`src/rtl/tx_port_arbiter_pkg.sv`:
```
// Shared definitions for the router output-port arbitration logic.
// Holds the default flit width, the router port count, symbolic port
// indices, the arbiter FSM state encoding and a wrap-around index helper.
package tx_port_arbiter_pkg;

  localparam int SIZE_DEF = 8;
  localparam int N_PORTS  = 5;

  // Router port indices
  localparam int PORT_LOCAL = 0;
  localparam int PORT_NORTH = 1;
  localparam int PORT_EAST  = 2;
  localparam int PORT_SOUTH = 3;
  localparam int PORT_WEST  = 4;

  typedef enum logic {
    IDLE     = 1'b0,
    WAIT_ACK = 1'b1
  } arb_state_e;

  // Next index after idx in a ring of n entries
  function automatic int next_index(input int idx, input int n);
    return (idx == n - 1) ? 0 : idx + 1;
  endfunction

endpackage

```
`src/rtl/tx_port_arbiter_rr_pick.sv`:
```
// Combinational round-robin picker.
// Scans pending starting at ptr, wrapping from N_REQ-1 back to 0, and
// returns the first pending index.
// Ports:
//   pending  in  N_REQ  request-pending flags
//   ptr      in  GW     highest-priority index (must be < N_REQ)
//   any      out 1      at least one request pending
//   idx      out GW     selected index (0 when nothing pending)
module rr_pick
  import tx_port_arbiter_pkg::*;
#(
  parameter int N_REQ = N_PORTS,
  parameter int GW    = 3
) (
  input  logic [N_REQ-1:0] pending,
  input  logic [GW-1:0]    ptr,
  output logic             any,
  output logic [GW-1:0]    idx
);

  localparam logic [GW:0] NR = (GW+1)'(N_REQ);

  // Walk from the farthest offset down to offset 0 so the candidate
  // closest to ptr overwrites any earlier match.
  always_comb begin
    logic [GW:0] cand;
    cand = '0;
    any  = 1'b0;
    idx  = '0;
    for (int k = N_REQ - 1; k >= 0; k--) begin
      cand = {1'b0, ptr} + (GW+1)'(k);
      if (cand >= NR) cand = cand - NR;
      if (pending[cand[GW-1:0]]) begin
        any = 1'b1;
        idx = cand[GW-1:0];
      end
    end
  end

endmodule

```
`src/rtl/tx_port_arbiter.sv`:
```
// Round-robin arbiter sharing one 2-phase transceiver channel between
// N_REQ 2-phase requesters. A requester posts a transfer by toggling its
// in_req bit; the winner's data is driven on out_data with an out_req
// toggle, and once the (synchronised) out_ack toggle matches, the
// requester's in_ack bit is toggled back.
// Ports:
//   clk, reset  clock / asynchronous active-high reset
//   in_req      per-requester request toggles
//   in_data     requester i data at [SIZE*i +: SIZE]
//   in_ack      per-requester ack toggles
//   out_req     request toggle toward the transceiver
//   out_ack     ack toggle from the transceiver (may be asynchronous)
//   out_data    data for the transceiver, held until ack
//   busy        transfer outstanding
//   grant       requester being served (valid when busy)
//   proto_err   sticky: transceiver ack toggled while idle
module tx_port_arbiter
  import tx_port_arbiter_pkg::*;
#(
  parameter int SIZE        = SIZE_DEF,
  parameter int N_REQ       = N_PORTS,
  parameter int GW          = 3,
  parameter int SYNC_STAGES = 2
) (
  input  logic                  clk,
  input  logic                  reset,
  input  logic [N_REQ-1:0]      in_req,
  input  logic [N_REQ*SIZE-1:0] in_data,
  output logic [N_REQ-1:0]      in_ack,
  output logic                  out_req,
  input  logic                  out_ack,
  output logic [SIZE-1:0]       out_data,
  output logic                  busy,
  output logic [GW-1:0]         grant,
  output logic                  proto_err
);

  arb_state_e             state;
  logic [GW-1:0]          rr_ptr;
  logic [SYNC_STAGES-1:0] ack_pipe;
  logic                   ack_sync;
  logic                   ack_prev;
  logic [N_REQ-1:0]       pending;
  logic                   pick_any;
  logic [GW-1:0]          pick_idx;

  assign pending  = in_req ^ in_ack;
  assign ack_sync = ack_pipe[SYNC_STAGES-1];

  rr_pick #(
    .N_REQ (N_REQ),
    .GW    (GW)
  ) u_rr_pick (
    .pending (pending),
    .ptr     (rr_ptr),
    .any     (pick_any),
    .idx     (pick_idx)
  );

  always_ff @(posedge clk or posedge reset) begin
    if (reset) begin
      state     <= IDLE;
      rr_ptr    <= '0;
      ack_pipe  <= '0;
      ack_prev  <= 1'b0;
      in_ack    <= '0;
      out_req   <= 1'b0;
      out_data  <= '0;
      busy      <= 1'b0;
      grant     <= '0;
      proto_err <= 1'b0;
    end else begin
      // out_ack synchroniser; ack_prev tracks its output for change detection
      ack_pipe[0] <= out_ack;
      for (int i = 1; i < SYNC_STAGES; i++) ack_pipe[i] <= ack_pipe[i-1];
      ack_prev <= ack_sync;

      case (state)
        IDLE: begin
          // The transceiver has nothing to acknowledge while idle
          if (ack_sync != ack_prev) proto_err <= 1'b1;
          if (pick_any) begin
            out_data <= in_data[int'(pick_idx)*SIZE +: SIZE];
            out_req  <= ~out_req;
            grant    <= pick_idx;
            busy     <= 1'b1;
            state    <= WAIT_ACK;
          end
        end
        WAIT_ACK: begin
          if (ack_sync == out_req) begin
            in_ack[grant] <= ~in_ack[grant];
            busy          <= 1'b0;
            rr_ptr        <= GW'(next_index(int'(grant), N_REQ));
            state         <= IDLE;
          end
        end
        default: state <= IDLE;
      endcase
    end
  end

endmodule

```
`config.mk`:
```
export PLATFORM = sky130hd
export DESIGN_NAME = tx_port_arbiter
export DESIGN_NICKNAME = d
export VERILOG_FILES = /design/src/rtl/tx_port_arbiter_pkg.sv /design/src/rtl/tx_port_arbiter_rr_pick.sv /design/src/rtl/tx_port_arbiter.sv
export SDC_FILE = /design/constraint.sdc
export NUM_CORES = 1
export LEC_CHECK = 0
export ABC_AREA = 0
export BUFFER_PORTS_ARGS = -buffer_cell sky130_fd_sc_hd__buf_2
export CAP_MARGIN = 15
export CORE_ASPECT_RATIO = 2
export CORE_MARGIN = 5
export CORE_UTILIZATION = 55
export DETAILED_ROUTE_END_ITERATION = 6
export PLACE_DENSITY = 0.83
export SKIP_LAST_GASP = 1
export SLEW_MARGIN = 10
export SYNTH_ARGS = -nofsm -noshare
export SYNTH_HDL_FRONTEND = slang
export SYNTH_SLANG_ARGS = --single-unit
```
`constraint.sdc`:
```
create_clock -name clk -period 10.18 [get_ports clk]
set_input_delay 1.527 -clock clk [delete_from_list [all_inputs] [get_ports clk]]
set_output_delay 1.527 -clock clk [all_outputs]
set_load 0.05 [all_outputs]
```
==> results_dict.tcl, run 1 <==
set metrics [dict create \
    outcome "complete, no violations" \
    slew_headroom_pct 34.38 \
    synth_edf_count 0 \
    start_util_pct 55.82 \
    htreeDepth 1 \
    grt_pass1_vias 2640 \
    core-area_um2 4775 \
    path_max_fanout 15 \
    numCtsBuffers 3 \
    post_cts_resized 0 \
    ys_ff_latch 26 \
    io_pins 67 \
    rsz0062_at_grt "no" \
    synth_cell_type_count 67 \
    grt_pass1_wl_um 12460 \
    synthDominantCellAreaShare_pct 24.41 \
    post_cts_buffers 0 \
    gp_congestion 0.9708 \
    setup_violations 0 \
    finalCritPeriodShare_pct 43.84 \
    antenna_cells 0 \
    synth.most_common_cell "dfrtp_1" \
    num_vias 2780 \
    yosys.area.top_type "dfrtp_1" \
    num_rows 36 \
    synth.area.top_cells "dfrtp_1 (24%), ha_1 (5.2%), o21ai_0 (4.5%), mux2i_1 (3.8%), a211oi_1 (3.7%)" \
    clock-sinks 26 \
    hold_slack_ns 0.3648 \
    nets 427 \
    synth.cell_area_um2 2665 \
    drc_errors 0 \
    clockRootBuffer "clkbuf_8" \
    die_height_um 108.4 \
    first_iter_violations 171 \
    cts_tree "done" \
    avgSynthCellArea_um2 8.738 \
    synth_ff_type "dfrtp_1" \
    worstSetupPathType "reg -> reg" \
    clk_transition_reported_paths_ns 0.09 \
    fin_cells 423 \
    grt_max_degree 27 \
    worst_pin_slew_ns 0.9832 \
    reg2reg_depth 12 \
    synth.top_cells.by_count "dfrtp_1 (26), o21ai_0 (24), nor2_1 (18), inv_1 (17), nand2_1 (14)" \
    drive_above_1_share_pct 26.23 \
    yosys_warnings 0 \
    crit_arrival_ns 4.61 \
    synthArstFlopShare_pct 100.0 \
    synthCells 305 \
    grtUsageTotal_pct 24.49 \
    vias_per_cell 6.572 \
    wirelength_um 7763 \
    hold_depth 0 \
    antenna_found_initial 0 \
    drtAntennaViolNets 0 \
    critPathRequiredTime_ns 10.32 \
    dp_hpwl_um 6042 \
    ys_seq_area_share_pct 24.41 \
    maxCapViolations 0 \
    max_clock_freq_mhz 224.0 \
    portBuffers 66 \
    clock_latency_ns 0.28 \
    hp-class "reg -> reg" \
    fin_skew_ns 0.002341 \
    die-area_um2 6422 \
    setup-tns-final_ns 0 \
    wl_per_cell_um 18.35 \
    hold_viol_final 0 \
    period_minus_slack_ns 4.463 \
    syn2layout_area_growth_pct 16.34 \
    die_x_um 59.22 \
    start_kind "register" \
    post-route-util_pct 64.94 \
    synth_nets 365 \
    grt-ovfl-total 0 \
    cts_hold_buf 0 \
    firstDrtPassIters 5 \
    clk_path_buf_depth 2 \
    slew_viol_final 0 \
    endpoint_kind "register" \
    dp_cells 419 \
]
## path summary, 6_finish.rpt
check                                                to  slack (ns)                   from
worst max-delay path            out_data[1]$_DFFE_PP0P_        5.72  rr_ptr[1]$_DFFE_PP0P_
worst min-delay path              ack_pipe[1]$_DFF_PP0_        0.36  ack_pipe[0]$_DFF_PP0_
worst max register to register  out_data[1]$_DFFE_PP0P_        5.72  rr_ptr[1]$_DFFE_PP0P_
worst min register to register    ack_pipe[1]$_DFF_PP0_        0.36  ack_pipe[0]$_DFF_PP0_
max in group asynchronous         in_ack[1]$_DFFE_PP0P_        8.12                  reset
min in group asynchronous         ack_pipe[1]$_DFF_PP0_        1.46                  reset
## per-stage QoR
stage	worst slack, ns	instance area (um2)
after floorplan	6.132	2665
after global placement	5.741	3029
after detailed placement	5.644	3029
after CTS	5.760	3100
after global routing	5.423	3100
final	5.717	3100
## kinds of logic after synthesis
| family | share of synthesized area (%) |
|---|---|
| multiplexers | 7.559 |
| buffers and inverters | 4.507 |
| adder cells (fa/ha/maj) | 5.915 |
| flip-flops | 24.41 |
| AND/OR/NAND/NOR | 17.93 |
| AO/OA/AOI/OAI | 34.41 |
| XOR/XNOR | 5.258 |
## registers in the layout, summed over array words and instances, names as in the netlist
signal and flops:
busy 1, out_data 8, rr_ptr 3, in_ack 5, proto_err 1, grant 3
out_req 1, ack_pipe 2, ack_prev 1, state 1
## cell type report
class | instances | area [um2]
Fill cell | 426 | 1674
Multi-Input combinational cell | 250 | 1894
Clock buffer | 3 | 41.29
Clock inverter | 1 | 30.03
Sequential cell | 26 | 650.6
Tap cell | 57 | 71.32
Timing Repair Buffer | 68 | 345.3
Inverter | 18 | 67.56
## layout by cell type, fill, tap and decap left out, types with 3 or more instances in the layout
cell type,Yosys,routed
nor4_1,6,6
nor3_1,6,6
clkbuf_8,0,3
o32a_1,3,3
a21oi_1,13,13
nand4_1,4,4
o21a_1,5,5
o21ai_0,24,24
dfrtp_1,26,26
a2bb2oi_1,6,6
mux2_2,7,7
a211oi_1,13,13
buf_2,6,66
o211ai_1,6,6
mux2i_1,10,10
nand3_1,12,12
inv_1,17,17
nor2b_1,7,7
xor2_1,7,7
nor2_1,18,18
xnor2_1,9,9
a21o_1,7,7
o31ai_1,3,3
nand2b_1,4,4
nand2_1,14,14
ha_1,11,11
o32ai_1,4,4
a211o_1,6,6
## critical path: stages, from the launching register on
cell and delay [ns]:
dfrtp_1 0.69, inv_1 0.25, ha_1 0.29, ha_1 0.48
xor2_1 0.17, o21ai_0 0.30, a2111oi_2 0.09, nor4_2 0.45
or4b_1 0.56, o31a_1 0.36, nand3_1 0.31, a2bb2oi_1 0.23
o211ai_1 0.14
## metal layers
metal  global-route usage [%]  routed length (um)
met5                        0                   0
met4                    6.159                 167
met3                    2.509                 679
met2                    41.47                4052
met1                    32.49                2864
Power of run 1 is not shown: default switching activity piles up to over one toggle a cycle in this logic, so the estimate is an artifact.
==> run 2, diff against run 1 <==
CORE_UTILIZATION = 49   (was 55)
PLACE_DENSITY = 0.78   (was 0.83)
clock period = 3.9 ns   (was 10.18 ns; I/O delays follow)
==> results_dict.tcl, run 2 (synthesized netlist as in run 1, its figures left out) <==
set metrics [dict create \
    outcome "complete, no violations" \
    slew_headroom_pct 36.52 \
    clk_path_buf_depth 2 \
    final_common_cell "buf_2" \
    post_cts_buffers 0 \
    grtUsageTotal_pct 24.13 \
    final_area_um2 3256 \
    preCtsSetupSlack_ns 0.2814 \
    cts_tree "done" \
    grt_pass1_wl_um 14020 \
    portBuffers 66 \
    path_max_fanout 8 \
    htreeDepth 1 \
    drtAntennaViolNets 0 \
    wl_per_cell_um 18.67 \
    die_x_um 62.15 \
    dpl-instance-area_um2 3176 \
    start_kind "register" \
    core-area_um2 5373 \
    gp_congestion 0.9642 \
    num_rows 38 \
    grt-ovfl-total 0 \
    rsz0062_at_grt "yes" \
    die-area_um2 7103 \
    drive_above_1_share_pct 29.87 \
    layout_setup_ws_ns 0.2548 \
    hold_viol_final 0 \
    max_clock_freq_mhz 274.3 \
    antenna_cells 0 \
    setup-tns-final_ns 0 \
    nets 446 \
    antenna_found_initial 0 \
    crit_arrival_ns 3.84 \
    fill_cells 480 \
    largest_register "out_data" \
    worstSetupPathType "reg -> reg" \
    vias_per_cell 6.371 \
    wirelength_um 8309 \
    post-route-util_pct 60.60 \
    die_height_um 114.3 \
    start_util_pct 49.60 \
    dp_hpwl_um 6784 \
    cts_hold_buf 0 \
    clockRootBuffer "clkbuf_8" \
    numCtsBuffers 3 \
    slew_viol_final 0 \
    period_minus_slack_ns 3.645 \
    endpoint_kind "register" \
    firstDrtPassIters 4 \
    maxCapViolations 0 \
    worst_pin_slew_ns 0.9511 \
    syn2layout_area_growth_pct 22.16 \
    clk_transition_reported_paths_ns 0.09 \
    first_iter_violations 133 \
    finalCritPeriodShare_pct 93.47 \
    critPathRequiredTime_ns 4.09 \
    fin_skew_ns 0.002083 \
    grt_max_degree 27 \
    drc_errors 0 \
    largest_reg_flops 8 \
    io_pins 67 \
    final_cell_mix "buf_2 (66), dfrtp_1 (26), o21ai_0 (23), buf_4 (21), nor2_1 (18)" \
    num_vias 2835 \
    clock_latency_ns 0.27 \
    hp-class "reg -> reg" \
    reg.largest.list "out_data x8, in_ack x5" \
    clock-sinks 26 \
    setup_violations 0 \
    grt_pass1_vias 3061 \
]
run 2: path summary, 6_finish.rpt:
kind	startpoint	cells after the start	to	slack (ns)
max	rr_ptr[0]$_DFFE_PP0P_	12	out_data[2]$_DFFE_PP0P_	0.25
min	ack_pipe[0]$_DFF_PP0_	0	ack_pipe[1]$_DFF_PP0_	0.36
max reg2reg	rr_ptr[0]$_DFFE_PP0P_	12	out_data[2]$_DFFE_PP0P_	0.25
min reg2reg	ack_pipe[0]$_DFF_PP0_	0	ack_pipe[1]$_DFF_PP0_	0.36
max in group asynchronous	reset	2	out_data[2]$_DFFE_PP0P_	2.81
min in group asynchronous	reset	2	ack_pipe[1]$_DFF_PP0_	0.52
run 2: critical path: stages, from the launching register on:
cell and delay [ns]:
dfrtp_1 0.37, inv_2 0.09, ha_1 0.24, ha_1 0.43, xor2_1 0.28, o21ai_0 0.11
a211oi_1 0.44, nor4_4 0.13, a221o_1 0.35, a311o_1 0.36, and2_1 0.19, nand3b_1 0.32
o211ai_1 0.25
run 2: area by class of cell:
type                    instances  area (um2)  area share, %
repair buffers                 87       488.0          14.99
clock inverters                 1       30.03         0.9224
clock buffers                   3       41.29          1.268
well taps                      60       75.07          2.306
flip-flops and latches         26       650.6          19.98
multi-input cells             250        1903          58.46
inverters                      18       67.56          2.075
run 2: layer usage:
metal  global-route usage, %  share of wire (%)
met4                   18.09                7.3
met3                   2.947                4.3
met2                   45.64                 55
met1                   22.88                 34
met5                       0                  0
run 2: per-stage QoR:
step | hold slack [ns] | instances
global placement | 0.3400 | 441
CTS | 0.3664 | 445
detailed placement | 0.3459 | 441
global route | 0.3848 | 445
finish | 0.3641 | 445
floorplan | 0.3312 | 305
run 2: timing repair:
| action | 4_1_cts | 5_1_grt |
|---|---|---|
| hold endpoints to repair | 0 | 0 |
| resized for setup | 0 | 2 |
| endpoints found under the setup margin | 0 | 8 |
Power of run 2 is left out for the same reason.
